## src/rtl/mem_access_phase.sv

```systemverilog
// -----------------------------------------------------------------------------
// mem_access_phase
//
// Memory/input phase of the pipeline. Accepts one request per start pulse from
// the execute stage and runs it to completion:
//   - loads  (LW, LWCZ)   : one data-memory read, result captured into ld_data
//   - stores (SW, SWCZ)   : one data-memory write, ld_data untouched
//   - inputs (ININT,INFLT): assemble a 32-bit word from four UART bytes
//   - anything else       : no side effects, completes in one cycle
//
// Build option:
//   IN_BIG_ENDIAN_EN  defined   -> first received byte lands in ld_data[31:24]
//                     undefined -> first received byte lands in ld_data[7:0]
//
// Parameter:
//   MEM_LAT   data-memory read latency (1..7). mem_rdata is sampled on the
//             MEM_LAT-th rising edge after the edge that raised mem_en, so a
//             load completes MEM_LAT+1 cycles after start.
//
// Ports:
//   clk, rst            clock, asynchronous active-high reset
//   start               one-cycle request pulse (ignored while busy)
//   opcode/addr/st_data request fields, sampled with start
//   busy                high in every state but IDLE
//   done                one-cycle completion pulse
//   ld_data             load / input result for write-back
//   mem_en/mem_we       data-memory enable / write enable (MEM_REQ cycle only)
//   mem_addr/mem_wdata  data-memory address / write data
//   mem_rdata           data-memory read data
//   rx_data/rx_valid    byte stream from the UART receiver
//   rx_ready            high while waiting for input bytes
//
// Opcode encoding (OPCODE_W = 6):
//   ADD 0x00, LW 0x10, LWCZ 0x11, SW 0x12, SWCZ 0x13, ININT 0x20, INFLT 0x21
// The byte assembly assumes REG_W = 32.
// -----------------------------------------------------------------------------
`ifndef OPCODE_W
`define OPCODE_W 6
`endif
`ifndef ADDR_W
`define ADDR_W 32
`endif
`ifndef REG_W
`define REG_W 32
`endif

module mem_access_phase #(
  parameter int MEM_LAT = 2
) (
  input  logic                 clk,
  input  logic                 rst,
  input  logic                 start,
  input  logic [`OPCODE_W-1:0] opcode,
  input  logic [`ADDR_W-1:0]   addr,
  input  logic [`REG_W-1:0]    st_data,
  output logic                 busy,
  output logic                 done,
  output logic [`REG_W-1:0]    ld_data,
  output logic                 mem_en,
  output logic                 mem_we,
  output logic [`ADDR_W-1:0]   mem_addr,
  output logic [`REG_W-1:0]    mem_wdata,
  input  logic [`REG_W-1:0]    mem_rdata,
  input  logic [7:0]           rx_data,
  input  logic                 rx_valid,
  output logic                 rx_ready
);

  localparam logic [`OPCODE_W-1:0] OP_LW    = `OPCODE_W'('h10);
  localparam logic [`OPCODE_W-1:0] OP_LWCZ  = `OPCODE_W'('h11);
  localparam logic [`OPCODE_W-1:0] OP_SW    = `OPCODE_W'('h12);
  localparam logic [`OPCODE_W-1:0] OP_SWCZ  = `OPCODE_W'('h13);
  localparam logic [`OPCODE_W-1:0] OP_ININT = `OPCODE_W'('h20);
  localparam logic [`OPCODE_W-1:0] OP_INFLT = `OPCODE_W'('h21);

  // MEM_WAIT lasts MEM_LAT-1 cycles; the counter holds the cycles left after
  // the current one, so it starts at MEM_LAT-2.
  localparam logic [2:0] WAIT_INIT = 3'((MEM_LAT > 1) ? (MEM_LAT - 2) : 0);

  typedef enum logic [2:0] {
    S_IDLE,
    S_MEM_REQ,
    S_MEM_WAIT,
    S_RX,
    S_DONE
  } state_t;

  state_t      r_state;
  logic        r_is_store;
  logic [2:0]  r_wait_cnt;
  logic [1:0]  r_byte_cnt;
  logic [23:0] r_rx_buf;    // first three received bytes

  logic w_is_load;
  logic w_is_store;
  logic w_is_rx;
  logic [23:0] w_rx_buf_nxt;
  logic [31:0] w_rx_word;

  assign w_is_load  = (opcode == OP_LW)    || (opcode == OP_LWCZ);
  assign w_is_store = (opcode == OP_SW)    || (opcode == OP_SWCZ);
  assign w_is_rx    = (opcode == OP_ININT) || (opcode == OP_INFLT);

  // Partial bytes are shifted in so that after three bytes the buffer already
  // sits in its final position; the 4th byte is concatenated on the open end.
`ifdef IN_BIG_ENDIAN_EN
  assign w_rx_buf_nxt = {r_rx_buf[15:0], rx_data};
  assign w_rx_word    = {r_rx_buf, rx_data};
`else
  assign w_rx_buf_nxt = {rx_data, r_rx_buf[23:8]};
  assign w_rx_word    = {rx_data, r_rx_buf};
`endif

  // Single FSM; every output is a register loaded alongside the next state.
  always_ff @(posedge clk or posedge rst) begin
    if (rst) begin
      r_state    <= S_IDLE;
      r_is_store <= 1'b0;
      r_wait_cnt <= 3'd0;
      r_byte_cnt <= 2'd0;
      r_rx_buf   <= 24'd0;
      busy       <= 1'b0;
      done       <= 1'b0;
      ld_data    <= '0;
      mem_en     <= 1'b0;
      mem_we     <= 1'b0;
      mem_addr   <= '0;
      mem_wdata  <= '0;
      rx_ready   <= 1'b0;
    end else begin
      case (r_state)
        S_IDLE: begin
          if (start) begin
            busy <= 1'b1;
            if (w_is_load || w_is_store) begin
              r_state    <= S_MEM_REQ;
              r_is_store <= w_is_store;
              mem_en     <= 1'b1;
              mem_we     <= w_is_store;
              mem_addr   <= addr;
              mem_wdata  <= w_is_store ? st_data : '0;
            end else if (w_is_rx) begin
              r_state    <= S_RX;
              r_byte_cnt <= 2'd0;
              r_rx_buf   <= 24'd0;
              rx_ready   <= 1'b1;
            end else begin
              r_state <= S_DONE;
              done    <= 1'b1;
            end
          end
        end

        S_MEM_REQ: begin
          mem_en <= 1'b0;
          mem_we <= 1'b0;
          if (r_is_store) begin
            r_state <= S_DONE;
            done    <= 1'b1;
          end else if (MEM_LAT == 1) begin
            // Single-cycle memory: data is already valid at this edge.
            ld_data <= mem_rdata;
            r_state <= S_DONE;
            done    <= 1'b1;
          end else begin
            r_wait_cnt <= WAIT_INIT;
            r_state    <= S_MEM_WAIT;
          end
        end

        S_MEM_WAIT: begin
          if (r_wait_cnt == 3'd0) begin
            ld_data <= mem_rdata;
            r_state <= S_DONE;
            done    <= 1'b1;
          end else begin
            r_wait_cnt <= r_wait_cnt - 3'd1;
          end
        end

        S_RX: begin
          // rx_ready is high throughout this state, so rx_valid alone is
          // the handshake. No timeout: the FSM waits here indefinitely.
          if (rx_valid) begin
            if (r_byte_cnt == 2'd3) begin
              ld_data    <= `REG_W'(w_rx_word);
              r_byte_cnt <= 2'd0;
              r_rx_buf   <= 24'd0;
              rx_ready   <= 1'b0;
              r_state    <= S_DONE;
              done       <= 1'b1;
            end else begin
              r_rx_buf   <= w_rx_buf_nxt;
              r_byte_cnt <= r_byte_cnt + 2'd1;
            end
          end
        end

        S_DONE: begin
          // start is not looked at here, so a pulse in this cycle is dropped.
          done    <= 1'b0;
          busy    <= 1'b0;
          r_state <= S_IDLE;
        end

        default: begin
          r_state  <= S_IDLE;
          busy     <= 1'b0;
          done     <= 1'b0;
          mem_en   <= 1'b0;
          mem_we   <= 1'b0;
          rx_ready <= 1'b0;
        end
      endcase
    end
  end

endmodule

```

## config.mk

```make
export PLATFORM = sky130hd
export DESIGN_NAME = mem_access_phase
export DESIGN_NICKNAME = d
export VERILOG_FILES = /design/src/rtl/mem_access_phase.sv
export SDC_FILE = /design/constraint.sdc
export NUM_CORES = 1
export LEC_CHECK = 0
export BUFFER_PORTS_ARGS = -buffer_cell sky130_fd_sc_hd__buf_2
export CORE_MARGIN = 3
export CORE_UTILIZATION = 55
export CTS_BUF_LIST = sky130_fd_sc_hd__clkbuf_4
export DETAILED_ROUTE_END_ITERATION = 12
export HOLD_SLACK_MARGIN = 0.03
export PLACE_DENSITY = 0.88
export SYNTH_ARGS = -nofsm -noshare
export SYNTH_HDL_FRONTEND = slang
export SYNTH_SLANG_ARGS = --single-unit
```

## constraint.sdc

```tcl
create_clock -name clk -period 10.8 [get_ports clk]
set_clock_uncertainty 0.15 [all_clocks]
set_input_delay 2.16 -clock clk [delete_from_list [all_inputs] [get_ports clk]]
set_output_delay 2.16 -clock clk [all_outputs]
set_load 0.02 [all_outputs]
```

==> results.cfg <==
[global_route]
grt_max_degree = 98
grt_pass1_vias = 4480
antenna_found_initial = 0
overflow = 0
track_usage_pct = 24.6
grt_pass1_wl_mm = 21.9

[synth]
synthTopCellsByCount = dfrtp_1, nand2_1, o21ai_1
synth_top_area_share_pct = 59.6
synthTopCellsByArea = dfrtp_1, mux2_1, nand2_1, mux2i_1, o21ai_1
synth-edff-count = 0
syn-num-nets = 611
yosysMostFrequentCell = dfrtp_1
ys_seq_area_share_pct = 59.6
syn_avg_cell_area_um2 = 11.4
synth_warnings = 0
yosysTopAreaCell = dfrtp_1
netlist_instances = 494
ys_types = 42
syn_area_um2 = 5620
ys_ff_latch = 134
ys.flop_type = dfrtp_1
async_flop_share_pct = 100

[clock_tree]
postCtsHoldBufs = 0
clock_latency_ns = 0.50
cts_post_setup_buffers_inserted = 0
cts.sinks = 134
clockRootBuffer = clkbuf_4
tritoncts = done
cts_resized = 0
cts_max_path_buffers = 2
cts_buffers = 17
clk_pin_slew_worst_paths_ns = 0.11
h-tree-depth = 4

[die]
coreArea_um2 = 9860
initial_core_util_pct = 57.0
dieArea_um2 = 11500
row_count = 36
die_h_um = 107
die_x_um = 107
io_pins = 215

[timing]
hold_violations = 0
period_needed_ns = 3.51
finalSetupViolCount = 0
rsz0062_at_grt = no
timing.setup.tns_ns = 0
whs_ns = 0.340
worstMarginPinSlew_ns = 1.04
finalCritPeriodShare_pct = 32.5
slew-limit-headroom_pct = 30.8
slew_viol_final = 0
max_freq_mhz = 285

[finish]
drive_above_1_share_pct = 36.4
area_delta_synth_final_pct = 24.3
layout.cells.non_filler = 842
antennaDiodeCount = 0
final_nets = 813

[setup_path]
cp_top_family = simple AND/OR/NAND/NOR gates
cp_num_buf_inv = 1
max_stage_delay_ns = 0.46
crit_path_max_fanout = 35
crit_arrival_ns = 3.75
crit_path_cell_trace = buf_2 > nor3b_4 > nand3_2 > a211o_4 > mux2_2
required_ns = 11.04
end_kind = flop
critPathKind = input pin to flop
setup.worst_path.start_class = input pin
cpMaxStageDelayCell = a211o_4

[power]
clkPwrFrac_pct = 20.4
ir_worst_vdd_v = 0.000125
power.switching_uw = 573
pwr-share-seq_pct = 46.7
p_leak_nw = 3.64
power.internal_uw = 955
p_sw_share_pct = 37.5
power.density_nw_per_um2 = 219
p_comb_share_pct = 32.9

[placement]
dpl.cell_count = 810
dp_hpwl_mm = 9.94
gp_congestion = 0.803
io_buffer_count = 213

[routing]
routed_wirelength_mm = 13.6
final_antenna_net_count = 0
drtPass1Iterations = 4
route.detailed.drc = 0
drtIter0Drc = 223
vias = 4395
wire_per_inst_um = 16.2
avgViaCountPerCell = 5.22

[flow_run]
drv_cap = 0

[run_status]
status = complete, no violations

[min_path]
hp-class = flop to flop
path summary, 6_finish.rpt:
check | from | to | slack [ns] | cells past startpoint
setup / recovery | opcode[1] | r_byte_cnt[0] | 7.29 | 5
hold / removal | ld_data[8] | ld_data[8] | 0.34 | 2
setup reg to reg | r_state[2] | mem_addr[26] | 8.33 | 4
hold reg to reg | ld_data[8] | ld_data[8] | 0.34 | 2
max in group asynchronous | rst | r_state[0] | 7.51 | 3
min in group asynchronous | rst | mem_addr[27] | 1.53 | 2
cell families (layout without fill, tap and decap cells):
| logic type | count (synthesis) | after routing | synth area share [%] |
|---|---|---|---|
| simple gates | 135 | 135 | 10.6 |
| flops | 134 | 134 | 59.6 |
| compound gates | 111 | 111 | 12.3 |
| mux | 71 | 71 | 13.4 |
| buf+inv | 40 | 255 | 3.43 |
| fa+ha+maj | 3 | 3 | 0.668 |
metal layers:
metal  global-route usage (%)  share of wire [%]
met1                     30.4                 41
met2                     41.2                 50
met3                     8.43                8.2
met4                     7.12                1.6
met5                        0                  0
power by group through the flow:
| stage | combinational [mW] | clock [mW] | sequential [mW] |
|---|---|---|---|
| global placement | 0.493 | 0 | 0.712 |
| detailed placement | 0.510 | 0 | 0.722 |
| CTS | 0.511 | 0.322 | 0.713 |
| global route | 0.549 | 0.347 | 0.731 |
| finish | 0.503 | 0.312 | 0.713 |
| floorplan | 0.164 | 0 | 0.864 |
sequential cells by signal, indices dropped and copies added (netlist names):
| name | flops |
|---|---|
| r_byte_cnt | 2 |
| done | 1 |
| mem_we | 1 |
| rx_ready | 1 |
| mem_wdata | 32 |
| r_wait_cnt | 3 |
| mem_addr | 32 |
| ld_data | 32 |
| mem_en | 1 |
| busy | 1 |
| r_rx_buf | 24 |
| r_state | 3 |
| r_is_store | 1 |
cell type report:
class	instances	area (um^2)
Fill cell	715	2870
Clock buffer	20	150
Sequential cell	134	3350
Timing Repair Buffer	217	1100
Inverter	6	27.5
Clock inverter	12	111
Tap cell	133	166
Multi-Input combinational cell	320	2080
worst min-delay path, stage by stage (launching register included):
cell     delay [ns]
dfrtp_1        0.35
nand2_1        0.05
o21ai_1        0.06
metrics by stage:
| step | utilization (%) | worst slack, ns | cell area, um^2 | power (mW) |
|---|---|---|---|---|
| 5_1_grt | 70.9 | 7.25 | 6990 | 1.63 |
| 4_1_cts | 70.9 | 7.31 | 6990 | 1.55 |
| 3_5_place_dp | 68.2 | 6.77 | 6730 | 1.23 |
| 6_report | 70.9 | 7.29 | 6990 | 1.53 |
| 2_1_floorplan | - | 4.91 | 5620 | 1.03 |
| 3_3_place_gp | 68.2 | 6.82 | 6730 | 1.21 |
cell usage in the layout (no fill, tap or decap), types with 3 or more instances in the layout:
cell and instances:
a21oi_1 8, a22o_1 24, and3_1 3, buf_2 213
buf_4 4, clkbuf_4 20, clkinv_1 3, clkinv_2 5
dfrtp_1 133, ha_1 3, inv_1 3, mux2_1 34
mux2i_1 36, nand2_1 100, nand3_1 3, nor2_1 11
nor2b_1 4, o21ai_1 68
No activity file was read; power rests on OpenSTA's default activity.
